<file path="config.mk">
export PLATFORM = sky130hd
export DESIGN_NAME = gray_pixel_sink
export DESIGN_NICKNAME = d
export VERILOG_FILES = /design/src/rtl/gray_pixel_sink.sv
export SDC_FILE = /design/constraint.sdc
export NUM_CORES = 1
export LEC_CHECK = 0
export ABC_AREA = 1
export BUFFER_PORTS_ARGS = -buffer_cell sky130_fd_sc_hd__clkbuf_2
export CORE_UTILIZATION = 60
export CTS_BUF_LIST = sky130_fd_sc_hd__clkbuf_4
export DETAILED_ROUTE_END_ITERATION = 10
export PLACE_DENSITY = 0.79
export SETUP_SLACK_MARGIN = 0.4
export SYNTH_ARGS = -nofsm -noshare
export SYNTH_HDL_FRONTEND = slang
export SYNTH_SLANG_ARGS = --single-unit
</file>
<file path="constraint.sdc">
create_clock -name i_clk -period 6.6 [get_ports i_clk]
set_input_delay 1.98 -clock i_clk [delete_from_list [all_inputs] [get_ports i_clk]]
set_output_delay 1.98 -clock i_clk [all_outputs]
set_load 0.005 [all_outputs]
</file>
<file path="src/rtl/gray_pixel_sink.sv">
// Grayscale pixel sink: FIFO-buffers {bw, gray} words and returns 30-bit RGB on VGA read requests.
// Latency: one cycle from accepted i_read to registered RGB/o_rgb_valid. No backpressure; full drops (sticky o_overflow).
// Build option FALSE_COLOR_EN: map gray to a heat palette instead of replicating it.
module gray_pixel_sink #(
    parameter int DEPTH        = 16,
    parameter int FRAME_PIXELS = 307200
) (
    input  logic                     i_clk,
    input  logic                     i_rst_n,
    input  logic                     i_vga,
    input  logic                     i_valid,
    input  logic [9:0]               i_color,
    input  logic                     i_bw,
    input  logic                     i_bw_sel,
    input  logic                     i_read,
    output logic [9:0]               o_red,
    output logic [9:0]               o_green,
    output logic [9:0]               o_blue,
    output logic                     o_rgb_valid,
    output logic                     o_frame_done,
    output logic [$clog2(DEPTH):0]   o_level,
    output logic                     o_overflow,
    output logic                     o_underflow
);

    localparam int PTR_W = $clog2(DEPTH);
    localparam int LVL_W = PTR_W + 1;
    localparam int CNT_W = (FRAME_PIXELS > 1) ? $clog2(FRAME_PIXELS) : 1;
    localparam logic [LVL_W-1:0] DEPTH_L  = LVL_W'(DEPTH);
    localparam logic [CNT_W-1:0] LAST_PIX = CNT_W'(FRAME_PIXELS - 1);

    typedef enum logic {S_IDLE, S_RUN} state_t;

    state_t             state_q;
    logic [10:0]        mem_q [DEPTH];
    logic [PTR_W-1:0]   wr_ptr_q, rd_ptr_q;
    logic [LVL_W-1:0]   count_q, count_d;
    logic [CNT_W-1:0]   pix_cnt_q;
    logic [29:0]        rgb_q, rgb_d;
    logic               rgb_valid_q, frame_done_q, overflow_q, underflow_q;

    logic               run, empty, full, push, pop, flush_wr, wr_en;
    logic [PTR_W-1:0]   wr_addr;
    logic [10:0]        din, rd_dat;

    function automatic logic [29:0] color_map(input logic [10:0] ent, input logic bw_sel);
        logic [9:0] g;
        logic [9:0] d2;
        g  = ent[9:0];
        d2 = {g[8:0], 1'b0};
        if (bw_sel)
            return ent[10] ? {3{10'h3FF}} : 30'h0;
`ifdef FALSE_COLOR_EN
        // 1023-2x is just the bitwise inverse of 2x in 10 bits
        else if (!g[9])
            return {10'h000, d2, ~d2};
        else
            return {d2, ~d2, 10'h000};
`else
        else
            return {3{g}};
`endif
    endfunction

    always_comb begin
        run      = (state_q == S_RUN);
        empty    = (count_q == '0);
        full     = (count_q == DEPTH_L);
        pop      = run && !i_vga && i_read && !empty;
        push     = run && !i_vga && i_valid && (!full || pop);
        flush_wr = run && i_vga && i_valid;
        wr_en    = push || flush_wr;
        wr_addr  = flush_wr ? '0 : wr_ptr_q;
        din      = {i_bw, i_color};
        rd_dat   = mem_q[rd_ptr_q];
        rgb_d    = color_map(rd_dat, i_bw_sel);
        count_d  = count_q;
        case ({push, pop})
            2'b10:   count_d = count_q + LVL_W'(1);
            2'b01:   count_d = count_q - LVL_W'(1);
            default: count_d = count_q;
        endcase
    end

    // Storage carries no reset; occupancy is tracked by the pointers and count only.
    always_ff @(posedge i_clk) begin
        if (wr_en)
            mem_q[wr_addr] <= din;
    end

    always_ff @(posedge i_clk or negedge i_rst_n) begin
        if (!i_rst_n) begin
            state_q      <= S_IDLE;
            wr_ptr_q     <= '0;
            rd_ptr_q     <= '0;
            count_q      <= '0;
            pix_cnt_q    <= '0;
            rgb_q        <= '0;
            rgb_valid_q  <= 1'b0;
            frame_done_q <= 1'b0;
            overflow_q   <= 1'b0;
            underflow_q  <= 1'b0;
        end else begin
            case (state_q)
                S_IDLE: begin
                    rgb_q        <= '0;
                    rgb_valid_q  <= 1'b0;
                    frame_done_q <= 1'b0;
                    if (i_vga)
                        state_q <= S_RUN;
                end
                S_RUN: begin
                    if (i_vga) begin
                        // Frame realign: the word arriving with the pulse becomes entry 0
                        wr_ptr_q     <= flush_wr ? PTR_W'(1) : '0;
                        count_q      <= flush_wr ? LVL_W'(1) : '0;
                        rd_ptr_q     <= '0;
                        pix_cnt_q    <= '0;
                        rgb_q        <= '0;
                        rgb_valid_q  <= 1'b0;
                        frame_done_q <= 1'b0;
                        overflow_q   <= 1'b0;
                        underflow_q  <= 1'b0;
                    end else begin
                        if (push)
                            wr_ptr_q <= wr_ptr_q + PTR_W'(1);
                        if (pop)
                            rd_ptr_q <= rd_ptr_q + PTR_W'(1);
                        count_q      <= count_d;
                        rgb_valid_q  <= pop;
                        rgb_q        <= pop ? rgb_d : '0;
                        frame_done_q <= pop && (pix_cnt_q == LAST_PIX);
                        if (pop)
                            pix_cnt_q <= (pix_cnt_q == LAST_PIX) ? '0 : pix_cnt_q + CNT_W'(1);
                        if (i_valid && !push)
                            overflow_q <= 1'b1;
                        if (i_read && empty)
                            underflow_q <= 1'b1;
                    end
                end
                default: state_q <= S_IDLE;
            endcase
        end
    end

    assign o_red        = rgb_q[29:20];
    assign o_green      = rgb_q[19:10];
    assign o_blue       = rgb_q[9:0];
    assign o_rgb_valid  = rgb_valid_q;
    assign o_frame_done = frame_done_q;
    assign o_level      = count_q;
    assign o_overflow   = overflow_q;
    assign o_underflow  = underflow_q;

endmodule
</file>
Yosys cells after proc, flatten, opt, wreduce, memory -nomap -nowiden
Memories as Yosys holds them, arrays and structs flattened. Cells that the tools add are included.

Flip-flop bits (word level): 67. Bits in writable memories: 176. Input bits: 17. Output and inout port bits: 39. Word-level logic and storage cells: 77. Memories: 1.

Memories: mem_q (depth 16, bits a word 11, read ports 1, clocked after memory_dff 0, wr ports 1, RTL line 35) `logic [10:0] mem_q [DEPTH];`.

$add $sub $neg: 5. Equal/unequal tests: 4. Mux-type cells: 29. Bitwise gates (word level): 1. Reduce and logical (&&, ||, !) cells: 27.

Operator list (number): $mux 30 (4); $pmux 30 s2 (1); $mux 19 (3); $mux 4 (5); $add 19x1->19 const B (1); $eq 19x19->1 const B (1); $mux 1 (12); $logic_and 1x1->1 (10); $pmux 5 s2 (1); $reduce_and 2->1 (5); $add 4x1->4 const B (2); $reduce_bool 2->1 (4); $add 5x1->5 const B (1); $eq 5x5->1 const B (1); $logic_not 5->1 (1); $mux 5 (1); $sub 5x1->5 const B (1); $logic_not 1->1 (4); $pmux 1 s2 (2); $reduce_bool 3->1 (1); $eq 2x1->1 const B (1); $eq 2x2->1 const B (1); $logic_or 1x1->1 (2); $not 1->1 (1).

Depth between registers and ports, before layout
Word-level depth: 10. Depth in mapped cells: 15.

Worst setup path before layout
OpenSTA, ideal clock, no wires.

Path type: input to register. Start: input i_valid. End: memory mem_q[1][0], enable pin. Setup time: 0.393 ns. Arrival time: 3.475 ns. Required time: 6.207 ns. Path slack: 2.732 ns. Stages on the path: 7. Buffers on the path: 0. Cell sequence: nand2_1 nor2_1 inv_1 nand2_1 inv_1 nand2_1 nor3_1.

Longest elaborated chain between the ends: 5. Elaborated cells on any way between the ends: 7. Classes of those cells: 3 x mux; 4 x reduce/logical.

RTL lines: start: declaration (RTL line 11) `input logic i_valid,`; $logic_and 1x1->1 (2 in series) (RTL line 70) `push = run && !i_vga && i_valid && (!full || pop);`; $logic_or 1x1->1 (RTL line 72) `wr_en = push || flush_wr;`; $mux 1 (RTL line 87) `if (wr_en)`; $mux 1 (implied by the code) (RTL line 88) `mem_q[wr_addr] <= din;`; end: declaration (RTL line 35).

Several ways; a longest one is shown, not always the timed one.

Worst setup path in the final report
Start: input i_read. End: memory mem_q[12][1], enable pin.

Longest elaborated chain between the ends: 7.

RTL lines: start: declaration (RTL line 15) `input logic i_read,`; $logic_and 1x1->1 (2 in series) (RTL line 69) `pop = run && !i_vga && i_read && !empty;`; $logic_or 1x1->1 (RTL line 70); $logic_and 1x1->1 (RTL line 70); $logic_or 1x1->1 (RTL line 72); $mux 1 (RTL line 87); $mux 1 (implied by the code) (RTL line 88).

No other way between the ends.

==> flow_metrics.py <==
metrics = {
    "cts": {
        "cts_buffers": 55,
        "cts_resized": 0,
        "clk_latency_ps": 710,
        "clock_sinks": 223,
        "cts_buffer_depth": 3,
        "cts_setup_buffers": 0,
        "clk_pin_slew_worst_paths_ps": 70,
        "cts-root-buf": "clkbuf_4",
        "hold_buffers": 0,
        "cts_tree": "yes",
        "cts_htree_levels": 2,
    },
    "timing": {
        "rsz0062_at_grt": "no",
        "tightestPinTransition_ps": 1038,
        "slew_headroom_pct": 30.53,
        "whs_ps": 485.8,
        "setup_viol": 0,
        "skew_ps": 57.24,
        "slew_viol_final": 0,
        "setup-tns-final_ps": 0,
        "min_period_over_period_pct": 54.28,
        "fmax_mhz": 279.1,
        "hold_viol_final": 0,
        "layout_min_cycle_time_ps": 3582,
    },
    "floorplanning": {
        "num_rows": 47,
        "die_width_um": 132.7,
        "coreArea_um2": 16640,
        "die_area_um2": 17610,
        "boundaryPins": 56,
        "die_h_um": 132.7,
        "initial_utilization_pct": 61.57,
    },
    "cells_and_area": {
        "finalNetCount": 1156,
        "most-common-layout-cells": "nand2_1, edfxtp_1, inv_1, nand3_1, clkbuf_4",
        "final_common_cell": "nand2_1",
        "antenna_cells": 0,
        "area_delta_synth_final_pct": 9.903,
        "drive_above_1_share_pct": 14.10,
        "fillCellCount": 1245,
    },
    "drt": {
        "drt_wl_total_mm": 23.11,
        "firstDrtPassIters": 7,
        "vias": 7545,
        "ant_nets": 0,
        "drtIter0Drc": 804,
        "drc": 0,
        "wl_per_cell_um": 16.54,
        "via_per_inst": 5.401,
    },
    "logic_synthesis": {
        "synth-simple-area-share_pct": 23.26,
        "synthTopCellsByArea": "edfxtp_1, nand2_1, dfrtp_1",
        "netlist_area_um2": 10250,
        "async_flop_share_pct": 21.08,
        "synth_seq_cells": 223,
        "synth_top_area_cell": "edfxtp_1",
        "syn_area_per_cell_um2": 9.577,
        "syn_inst": 1070,
        "synthDistinctLibCells": 30,
        "synth_fa_ha_area_share_pct": 0.9280,
        "synth_top_family_by_area": "simple AND/OR/NAND/NOR gates",
        "synth_edf_count": 176,
        "synth_nets": 1094,
        "synth-compound-area-share_pct": 2.259,
        "synth_top_area_share_pct": 51.58,
        "synthXorXnorAreaFrac_pct": 1.197,
        "synthFlopType": "edfxtp_1",
        "muxShareOfSynthArea_pct": 0,
        "yosys_warnings": 0,
        "synth_seq_area_share_pct": 63.05,
    },
    "critical_path": {
        "crit_chain": "clkbuf_2, nand2_1, nor2_1, nand2_2, nand2_2, nand2_2, nand2_4, nand3_2, nor2_1",
        "path_class": "input pin to register",
        "reg2reg_from": "rd_ptr_q[0]$_DFFE_PN0P_",
        "path_buf_inv": 1,
        "end_kind": "register",
        "crit_path_start": "i_read",
        "r2r_slack_ps": 3810,
        "cpMaxStageDelayCell": "nor2_1",
        "r2r-end": "rgb_q[23]$_DFF_PN0_",
        "crit_cells": 9,
        "worstPathArrival_ps": 3870,
        "cpLargestDelayFamily": "simple AND/OR/NAND/NOR gates",
        "critPathMaxFanout": 15,
        "cpMostUsedCell": "nand2_2",
        "critPathLaunchType": "input pin",
        "crit_required_ps": 6880,
        "endpoint": "mem_q[12][1]$_DFFE_PP_",
        "reg2regPathDepth": 10,
        "crit_path_max_incr_delay_ps": 800,
    },
    "pwr": {
        "p_leak_nw": 5.032,
        "p_sw_share_pct": 33.08,
        "power_density_nw_per_um2": 318.5,
        "combPwrFrac_pct": 22.2,
        "peakVddDrop_uv": 279.6,
        "p_int_mw": 2.401,
        "pwr-share-clk_pct": 32.2,
        "netSwitchingPower_mw": 1.186,
        "p_seq_share_pct": 45.6,
    },
    "place": {
        "gp_congestion": 0.9229,
        "hpwl_mm": 14.34,
        "io_buffer_count": 55,
    },
    "grt": {
        "grtUsageTotal_pct": 27.36,
        "grt_max_degree": 80,
        "grt_pass1_wl_mm": 36.61,
        "grt_overflow": 0,
        "antenna_found_initial": 0,
        "grt_pass1_vias": 7370,
    },
    "run": {
        "cap_violations": 0,
    },
    "min_path": {
        "worst_hold_path_type": "register to register",
    },
    "outcome": {
        "status": "finished, final reports clean",
    },
}
==> per-layer routing <==
layer  GRT usage [%]  vias to the layer above  routed length (um)
met5               0                        -                   0
li1                -                     3602                   -
met2           44.50                      393               10950
met1           36.04                     3492                9226
met3           6.207                       58                2398
met4           10.54                        0                 532
==> worst register-to-register path, stage by stage, from the launching register on <==
cell and delay, ps:
dfrtp_2 530, inv_2 600, buf_4 570, nand2_1 150, nand2_1 110, nand2_1 50
nand3_1 190, nand3_1 160, nand2_1 110, nand2_1 50, a21oi_1 140
==> worst min-delay path by stage <==
stage,from,end,depth (start not counted)
final,pix_cnt_q[17]$_DFFE_PN0P_,pix_cnt_q[17]$_DFFE_PN0P_,2
after global routing,pix_cnt_q[17]$_DFFE_PN0P_,pix_cnt_q[17]$_DFFE_PN0P_,2
after CTS,pix_cnt_q[17]$_DFFE_PN0P_,pix_cnt_q[17]$_DFFE_PN0P_,2
after detailed placement,pix_cnt_q[17]$_DFFE_PN0P_,pix_cnt_q[17]$_DFFE_PN0P_,2
after global placement,pix_cnt_q[17]$_DFFE_PN0P_,pix_cnt_q[17]$_DFFE_PN0P_,2
after floorplan,pix_cnt_q[17]$_DFFE_PN0P_,pix_cnt_q[17]$_DFFE_PN0P_,2
==> layout make-up <==
class	instances	area (um2)	area share (%)
Tap cell	220	275.3	2.444
Sequential cell	223	6462	57.38
Multi-Input combinational cell	621	2833	25.15
Inverter	168	633.1	5.622
Clock buffer	78	585.6	5.199
Timing Repair Buffer	63	335.3	2.977
Clock inverter	24	137.6	1.222
==> cells in the mapped netlist, types with 6 or more instances <==
master,n
xor2_1,12
o21ai_0,12
nand2_1,321
nand4_1,6
a21oi_1,14
o21ai_1,6
buf_4,22
nand2_2,6
ha_1,6
nor3_1,11
nand3_1,156
clkbuf_1,16
buf_2,16
inv_1,162
o22ai_1,9
nor2_1,49
dfrtp_1,47
edfxtp_1,176
==> metrics by stage <==
stage | power, mW | instance area, um2 | utilization [%] | instances | worst slack, ps
3_3_place_gp | 2.430 | 10540 | 63.33 | 1295 | 2398
2_1_floorplan | 2.195 | 10250 | - | 1070 | 2732
5_1_grt | 3.763 | 11260 | 67.67 | 1397 | 2804
6_report | 3.587 | 11260 | 67.67 | 1397 | 3018
3_5_place_dp | 2.444 | 10540 | 63.33 | 1295 | 2361
4_1_cts | 3.593 | 11260 | 67.67 | 1397 | 3032
==> power groups by stage <==
stage	clock (mW)	sequential, mW	combinational, mW
after CTS	1.17	1.64	0.784
final	1.15	1.64	0.797
after floorplan	0	1.65	0.547
after global routing	1.24	1.64	0.878
after detailed placement	0	1.67	0.778
after global placement	0	1.66	0.768
==> sequential cells by signal, summed over array words and instances, names as in the netlist <==
register,cells
mem_q,176
o_frame_done,1
o_level,5
o_overflow,1
o_rgb_valid,1
o_underflow,1
pix_cnt_q,19
rd_ptr_q,4
rgb_q,10
run,1
wr_ptr_q,4
==> logic make-up after synthesis <==
logic type	Yosys count
fa+ha+maj	7
compound gates	43
xor+xnor	14
simple gates	557
flops	223
buf+inv	226
Power figures use the tool's default switching activity.
